## src/rtl/alu_ctrl_pkg.sv

```systemverilog
// +-----------------------------------------------------------------------+
// | Package : alu_ctrl_pkg                                                |
// | Purpose : Shared constants, state encoding and helpers for the        |
// |           multi-cycle ALU control / multiply-divide block.            |
// | Config  : ALU_CTRL_DIV_EN - when defined, div/divu count as MD ops.   |
// | Rev     : 1.0 - initial release                                       |
// +-----------------------------------------------------------------------+
`default_nettype none

package alu_ctrl_pkg;

  // ALU operation select codes
  localparam logic [3:0] ALU_AND = 4'b0000;
  localparam logic [3:0] ALU_OR  = 4'b0001;
  localparam logic [3:0] ALU_ADD = 4'b0010;
  localparam logic [3:0] ALU_SUB = 4'b0110;
  localparam logic [3:0] ALU_SLT = 4'b0111;
  localparam logic [3:0] ALU_NOR = 4'b1100;
  localparam logic [3:0] ALU_BAD = 4'b1111;

  // R-type funct field values
  localparam logic [5:0] F_ADD   = 6'b100000;
  localparam logic [5:0] F_SUB   = 6'b100010;
  localparam logic [5:0] F_AND   = 6'b100100;
  localparam logic [5:0] F_OR    = 6'b100101;
  localparam logic [5:0] F_NOR   = 6'b100111;
  localparam logic [5:0] F_SLT   = 6'b101010;
  localparam logic [5:0] F_MULT  = 6'b011000;
  localparam logic [5:0] F_MULTU = 6'b011001;
  localparam logic [5:0] F_DIV   = 6'b011010;
  localparam logic [5:0] F_DIVU  = 6'b011011;
  localparam logic [5:0] F_MFHI  = 6'b010000;
  localparam logic [5:0] F_MTHI  = 6'b010001;
  localparam logic [5:0] F_MFLO  = 6'b010010;
  localparam logic [5:0] F_MTLO  = 6'b010011;

  typedef enum logic [1:0] {
    IDLE = 2'd0,
    MUL  = 2'd1,
    DIV  = 2'd2,
    FIX  = 2'd3
  } md_state_e;

  // True for every funct handled by the multiply/divide unit in this build.
  function automatic logic is_md_funct(input logic [5:0] f);
    case (f)
      F_MULT, F_MULTU, F_MFHI, F_MTHI, F_MFLO, F_MTLO: return 1'b1;
`ifdef ALU_CTRL_DIV_EN
      F_DIV, F_DIVU: return 1'b1;
`endif
      default: return 1'b0;
    endcase
  endfunction

endpackage

`default_nettype wire

```

## src/rtl/alu_control_mc_md_iter.sv

```systemverilog
// +-----------------------------------------------------------------------+
// | Module  : md_iter                                                     |
// | Purpose : Radix-2 iterative datapath: shift-add multiply and          |
// |           restoring shift-subtract divide on unsigned magnitudes.     |
// | Ports   : clk, rst_n       - clock, async active-low reset            |
// |           start, mode      - load operands; mode=1 selects divide     |
// |           step             - perform one iteration this cycle         |
// |           a, b             - multiplier/dividend, multiplicand/divisor|
// |           raw_hi, raw_lo   - product halves or remainder/quotient     |
// |           last             - high on the final step                   |
// | Config  : ALU_CTRL_DIV_EN - builds the divide subtractor.             |
// | Rev     : 1.0 - initial release                                       |
// +-----------------------------------------------------------------------+
`default_nettype none

module md_iter #(
  parameter int DATA_W = 32
) (
  input  logic              clk,
  input  logic              rst_n,
  input  logic              start,
  input  logic              step,
  input  logic              mode,
  input  logic [DATA_W-1:0] a,
  input  logic [DATA_W-1:0] b,
  output logic [DATA_W-1:0] raw_hi,
  output logic [DATA_W-1:0] raw_lo,
  output logic              last
);

  localparam int CNT_W = $clog2(DATA_W);

  logic [CNT_W-1:0]  count;
  logic              div_mode;
  logic [DATA_W-1:0] acc;       // running high half / partial remainder
  logic [DATA_W-1:0] shreg;     // multiplier bits out, quotient bits in
  logic [DATA_W-1:0] opb_q;
  logic [DATA_W-1:0] acc_nx;
  logic [DATA_W-1:0] shreg_nx;
  logic [DATA_W:0]   mul_sum;

  // Carry out of the add becomes the new top bit of acc after the right shift.
  assign mul_sum = {1'b0, acc} + (shreg[0] ? {1'b0, opb_q} : {(DATA_W+1){1'b0}});

`ifdef ALU_CTRL_DIV_EN
  logic [DATA_W:0] partial;
  logic [DATA_W:0] trial;

  assign partial = {acc, shreg[DATA_W-1]};
  assign trial   = partial - {1'b0, opb_q};

  always_comb begin
    acc_nx   = mul_sum[DATA_W:1];
    shreg_nx = {mul_sum[0], shreg[DATA_W-1:1]};
    if (div_mode) begin
      // Borrow (trial MSB) means the divisor did not fit: restore.
      if (!trial[DATA_W]) begin
        acc_nx   = trial[DATA_W-1:0];
        shreg_nx = {shreg[DATA_W-2:0], 1'b1};
      end else begin
        acc_nx   = partial[DATA_W-1:0];
        shreg_nx = {shreg[DATA_W-2:0], 1'b0};
      end
    end
  end
`else
  logic unused_div_mode;
  assign unused_div_mode = div_mode;

  always_comb begin
    acc_nx   = mul_sum[DATA_W:1];
    shreg_nx = {mul_sum[0], shreg[DATA_W-1:1]};
  end
`endif

  always_ff @(posedge clk or negedge rst_n) begin
    if (!rst_n) begin
      count    <= '0;
      div_mode <= 1'b0;
      acc      <= '0;
      shreg    <= '0;
      opb_q    <= '0;
    end else if (start) begin
      count    <= '0;
      div_mode <= mode;
      acc      <= '0;
      shreg    <= a;
      opb_q    <= b;
    end else if (step) begin
      acc   <= acc_nx;
      shreg <= shreg_nx;
      count <= last ? '0 : count + CNT_W'(1);
    end
  end

  assign last   = step && (count == CNT_W'(DATA_W-1));
  assign raw_hi = acc;
  assign raw_lo = shreg;

endmodule

`default_nettype wire

```

## src/rtl/alu_control_mc.sv

```systemverilog
// +-----------------------------------------------------------------------+
// | Module  : alu_control_mc                                              |
// | Purpose : ALU control decode plus iterative multiply/divide unit with |
// |           HI/LO registers and front-end stall interlock.              |
// | Ports   : clk, rst_n          - clock, async active-low reset         |
// |           valid_in, aluop,    - ALU-stage instruction                 |
// |           funct, opa, opb                                             |
// |           alucontrol, illegal - combinational decode                  |
// |           stall               - hold the front end                    |
// |           md_busy, md_done    - engine status / completion pulse      |
// |           md_rdata            - HI or LO for mfhi/mflo                |
// | Config  : ALU_CTRL_DIV_EN - enables div/divu.                         |
// | Rev     : 1.0 - initial release                                       |
// +-----------------------------------------------------------------------+
`default_nettype none

module alu_control_mc
  import alu_ctrl_pkg::*;
#(
  parameter int DATA_W = 32
) (
  input  logic              clk,
  input  logic              rst_n,
  input  logic              valid_in,
  input  logic [1:0]        aluop,
  input  logic [5:0]        funct,
  input  logic [DATA_W-1:0] opa,
  input  logic [DATA_W-1:0] opb,
  output logic [3:0]        alucontrol,
  output logic              illegal,
  output logic              stall,
  output logic              md_busy,
  output logic              md_done,
  output logic [DATA_W-1:0] md_rdata
);

  md_state_e state, state_nx;

  logic [DATA_W-1:0]   hi, lo;
  logic                res_neg, rem_neg, div_zero, op_div, done;
  logic                md_op, accept, start_mul, start_div, is_signed;
  logic [DATA_W-1:0]   opa_mag, opb_mag, raw_hi, raw_lo;
  logic [DATA_W-1:0]   quo_fix, rem_fix, hi_fix, lo_fix;
  logic [2*DATA_W-1:0] prod, prod_fix;
  logic                iter_last;

  // ---------------- decode ----------------
  always_comb begin
    alucontrol = ALU_BAD;
    illegal    = 1'b0;
    case (aluop)
      2'b00: alucontrol = ALU_ADD;
      2'b01: alucontrol = ALU_SUB;
      2'b11: alucontrol = ALU_AND;
      default: begin
        case (funct)
          F_ADD: alucontrol = ALU_ADD;
          F_SUB: alucontrol = ALU_SUB;
          F_AND: alucontrol = ALU_AND;
          F_OR:  alucontrol = ALU_OR;
          F_NOR: alucontrol = ALU_NOR;
          F_SLT: alucontrol = ALU_SLT;
          default: begin
            if (is_md_funct(funct)) begin
              alucontrol = ALU_ADD;
            end else begin
              illegal = 1'b1;
            end
          end
        endcase
      end
    endcase
  end

  // ---------------- issue / interlock ----------------
  assign md_op     = valid_in && (aluop == 2'b10) && is_md_funct(funct);
  assign accept    = md_op && (state == IDLE);
  assign stall     = md_op && (state != IDLE);
  assign start_mul = accept && ((funct == F_MULT) || (funct == F_MULTU));
`ifdef ALU_CTRL_DIV_EN
  assign start_div = accept && ((funct == F_DIV) || (funct == F_DIVU));
`else
  assign start_div = 1'b0;
`endif

  // Signed forms have funct[0]=0 (mult, div); unsigned forms pass raw values.
  assign is_signed = ~funct[0];
  assign opa_mag   = (is_signed && opa[DATA_W-1]) ? -opa : opa;
  assign opb_mag   = (is_signed && opb[DATA_W-1]) ? -opb : opb;

  md_iter #(.DATA_W(DATA_W)) u_md_iter (
    .clk    (clk),
    .rst_n  (rst_n),
    .start  (start_mul || start_div),
    .step   ((state == MUL) || (state == DIV)),
    .mode   (start_div),
    .a      (opa_mag),
    .b      (opb_mag),
    .raw_hi (raw_hi),
    .raw_lo (raw_lo),
    .last   (iter_last)
  );

  // ---------------- FSM ----------------
  always_ff @(posedge clk or negedge rst_n) begin
    if (!rst_n) begin
      state <= IDLE;
    end else begin
      state <= state_nx;
    end
  end

  always_comb begin
    state_nx = state;
    case (state)
      IDLE: begin
        if (start_mul) begin
          state_nx = MUL;
        end else if (start_div) begin
          state_nx = DIV;
        end
      end
      MUL, DIV: begin
        if (iter_last) begin
          state_nx = FIX;
        end
      end
      default: state_nx = IDLE;
    endcase
  end

  // ---------------- sign correction ----------------
  // min / -1 falls out naturally: |min| = min, quotient 2^(W-1) negates to min.
  assign prod     = {raw_hi, raw_lo};
  assign prod_fix = res_neg ? -prod : prod;
  assign quo_fix  = div_zero ? {DATA_W{1'b1}} : (res_neg ? -raw_lo : raw_lo);
  assign rem_fix  = rem_neg ? -raw_hi : raw_hi;
  assign hi_fix   = op_div ? rem_fix : prod_fix[2*DATA_W-1:DATA_W];
  assign lo_fix   = op_div ? quo_fix : prod_fix[DATA_W-1:0];

  // ---------------- HI/LO and status ----------------
  always_ff @(posedge clk or negedge rst_n) begin
    if (!rst_n) begin
      hi       <= '0;
      lo       <= '0;
      res_neg  <= 1'b0;
      rem_neg  <= 1'b0;
      div_zero <= 1'b0;
      op_div   <= 1'b0;
      done     <= 1'b0;
    end else begin
      done <= 1'b0;
      if (start_mul || start_div) begin
        res_neg  <= is_signed && (opa[DATA_W-1] ^ opb[DATA_W-1]);
        rem_neg  <= is_signed && opa[DATA_W-1];
        div_zero <= (opb == '0);
        op_div   <= start_div;
      end
      if (accept && (funct == F_MTHI)) begin
        hi <= opa;
      end
      if (accept && (funct == F_MTLO)) begin
        lo <= opa;
      end
      if (state == FIX) begin
        hi   <= hi_fix;
        lo   <= lo_fix;
        done <= 1'b1;
      end
    end
  end

  assign md_busy  = (state != IDLE);
  assign md_done  = done;
  assign md_rdata = (funct == F_MFHI) ? hi : lo;

endmodule

`default_nettype wire

```

## config.mk

```make
export PLATFORM = sky130hd
export DESIGN_NAME = alu_control_mc
export DESIGN_NICKNAME = d
export VERILOG_FILES = /design/src/rtl/alu_ctrl_pkg.sv /design/src/rtl/alu_control_mc_md_iter.sv /design/src/rtl/alu_control_mc.sv
export SDC_FILE = /design/constraint.sdc
export NUM_CORES = 1
export LEC_CHECK = 0
export ABC_CLOCK_PERIOD_IN_PS = 5200
export CORE_MARGIN = 1
export CORE_UTILIZATION = 60
export DETAILED_ROUTE_END_ITERATION = 12
export GPL_TIMING_DRIVEN = 1
export PLACE_DENSITY_LB_ADDON = 0.12
export SLEW_MARGIN = 5
export SYNTH_ARGS = -nofsm -noshare
export SYNTH_HDL_FRONTEND = slang
export SYNTH_SLANG_ARGS = --single-unit
```

## constraint.sdc

```tcl
create_clock -name clk -period 5.2 [get_ports clk]
set_clock_uncertainty 0.2 [all_clocks]
set_input_delay 0.52 -clock clk [delete_from_list [all_inputs] [get_ports clk]]
set_output_delay 0.52 -clock clk [all_outputs]
set_load 0.1 [all_outputs]
```

==> run summary <==
Net Count, Synth = 1557
Worst path arrival time = 4.20 ns
Wire length per cell = 17.7 um
Dpl ws = 1.17 ns
Largest net degree at the start of global routing = 94
CP max FO = 37
Post CTS Setup Buffer Count = 0
TritonCTS Buffers = 17
Max_cap viols = 0
CTS Hold Bufs = 0
Antenna Diode Count = 0
Total GRT Usage = 30.9%
Hold WC Path Type = input port to asynchronous set/reset pin
Setup crit start kind = register
Height of the chip = 146 um
Post-detail-place hpwl = 22.4 mm
Boundary Pins = 115
Die W = 146 um
Clk pin slew, worst setup/hold paths = 0.07 ns
Final hold violation count = 26
WL final = 31.6 mm
Antenna-violating nets left = 0
Post-Synthesis Cells = 1441
Core area = 20300 um2
Status = finished with violations
Final nets = 1617
Data required time at the worst endpoint = 5.33 ns
Post-CTS Resized = 0
Synthesized area per cell = 8.64 um2
VDD IR max = 0.262 mV
Synth Flop Type = dfrtp_1
RSZ-0062 raised after global routing = no
Crit Path Class = register to register
Clock sinks = 169
Aggregate global routing overflow = 0
H-tree Lvls = 4
Vias per inst = 6.07
Vias in the first global route = 10400
Post-synth EDFFs = 0
Crit. End Element = register
TritonCTS clock tree = done
I/O Buffers = 114
WHS = -0.100 ns
Final setup fails = 0
Clock Path Buffers = 2
Post-synthesis sequential area ratio = 34.0%
Slew @ Worst Pin = 1.12 ns
Period Utilization, post-route = 78.3%
Worst slew margin = 25.3%
DRC = 0
Final WS setup = 1.13 ns
Commonest cells after routing, fill and taps aside = dfrtp_1, nand2_1, o21ai_0
Share of cells above drive strength 1 = 9.97%
Initial antenna violation count = 0
Initial DRC Count = 752
P_leak = 6.19 nW
Fin Setup TNS = 0 ns
Post-synthesis register bit count = 169
Row count = 52
RD Place Congestion = 0.883
Clk_lat worst skew = 0.44 ns
Starting Density = 61.4%
End of the worst register-to-register path = u_md_iter.raw_hi[25]
Violated checks = negative hold slack
First-pass GRT wire length = 53.0 mm
PwrDens = 513 nW/um2
Post-synth ARST share = 100%
Fmax = 0.246 GHz
Detailed Routing Iterations Pass 1 = 5
R2R Setup Slk = 1.13 ns
Post-layout minimum cycle time = 4.07 ns
Cell area after synthesis = 12500 um2
Area delta synth->final = 15.2%
Die ar. = 21300 um2
R2r startpoint = u_md_iter.raw_lo[0]
Clock Tree Root = clkbuf_16
Commonest non-fill, non-tap cell in the layout = dfrtp_1
Yosys warnings = 0
Slew Viols, Final = 0
R2R depth = 11
Via count = 10800
Netlist cell types = 66
Fillers = 1637
## critical path: stages (launching register included)
cell and delay (ns):
dfrtp_1 0.72, and2_1 0.31, ha_1 0.21, fa_1 0.40
a21oi_1 0.19, o21ai_0 0.18, a211oi_1 0.58, o22ai_1 0.15
o21ai_0 0.50, o21bai_1 0.17, mux2i_1 0.14, a31o_2 0.21
## logic make-up (layout without fill, tap and decap cells)
logic type      after synthesis  count (layout)  share of synthesized area [%]
mux                         129             129                           10.8
xor+xnor                    139             139                           9.77
buf+inv                     106             179                           3.23
flops                       169             169                           34.0
compound gates              383             383                           18.5
fa+ha+maj                    41              41                           4.18
simple gates                474             474                           19.5
## report_power, final
part | internal [mW] | total, mW | switching, mW | leakage [nW]
clock | 0.940 | 1.48 | 0.541 | 0.334
sequential | 1.82 | 2.45 | 0.626 | 2.14
combinational | 1.24 | 3.43 | 2.19 | 3.71
## registers in the layout, summed over array words and instances (netlist names)
name,flops
u_md_iter.raw_lo,32
u_md_iter.count,5
res_neg,1
lo,32
u_md_iter.opb_q,32
hi,32
state,2
u_md_iter.raw_hi,32
md_done,1
## worst max path at each step
stage	endpoint	depth (start not counted)	from	slack, ns
after floorplan	alucontrol[2]	8	funct[1]	1.25
after global routing	hi[30]	10	u_md_iter.raw_lo[0]	0.91
after detailed placement	alucontrol[2]	9	funct[1]	1.17
after global placement	alucontrol[2]	9	funct[0]	1.24
final	u_md_iter.raw_hi[25]	11	u_md_iter.raw_lo[0]	1.13
after CTS	hi[30]	10	u_md_iter.raw_lo[0]	1.16
## routing by layer
layer | GRT usage (%) | vias to the layer above | wire length [um]
met3 | 3.97 | 52 | 1470
li1 | - | 5299 | -
met2 | 50.2 | 313 | 14800
met1 | 43.0 | 5157 | 14600
met5 | 0 | - | 0
met4 | 10.1 | 0 | 713
## Yosys cell counts, types with 23 or more instances
master	number	area share, %
dfrtp_1	169	34
nand2_1	165	5.0
o21ai_0	139	5.6
a21oi_1	98	3.9
mux2i_1	85	6.8
nor2_1	85	2.6
xnor2_1	82	5.8
clkbuf_1	68	2.0
xor2_1	57	4.0
mux2_2	44	4.0
ha_1	40	4.0
and2_1	39	2.0
nor2b_1	30	1.5
a211oi_1	29	1.7
o31ai_1	28	1.7
nand3_1	27	1.1
nor3_1	23	0.92
## stage by stage
step | util (%) | cell area, um2 | std cells | total power [mW]
floorplan | - | 12500 | 1441 | 5.00
global placement | 67.3 | 13700 | 1752 | 5.76
detailed placement | 67.3 | 13700 | 1752 | 5.85
CTS | 70.7 | 14400 | 1784 | 7.35
global route | 70.7 | 14400 | 1784 | 7.80
finish | 70.7 | 14400 | 1784 | 7.36
## layout make-up
| type | count | area [um2] | share of cell area, % |
|---|---|---|---|
| Inverter | 22 | 82.6 | 0.575 |
| Sequential cell | 169 | 4230 | 29.5 |
| Timing Repair Buffer | 125 | 1160 | 8.07 |
| Multi-Input combinational cell | 1166 | 7860 | 54.7 |
| Tap cell | 270 | 338 | 2.35 |
| Clock inverter | 11 | 215 | 1.50 |
| Clock buffer | 21 | 470 | 3.28 |
No activity file was read; power rests on OpenSTA's default activity.
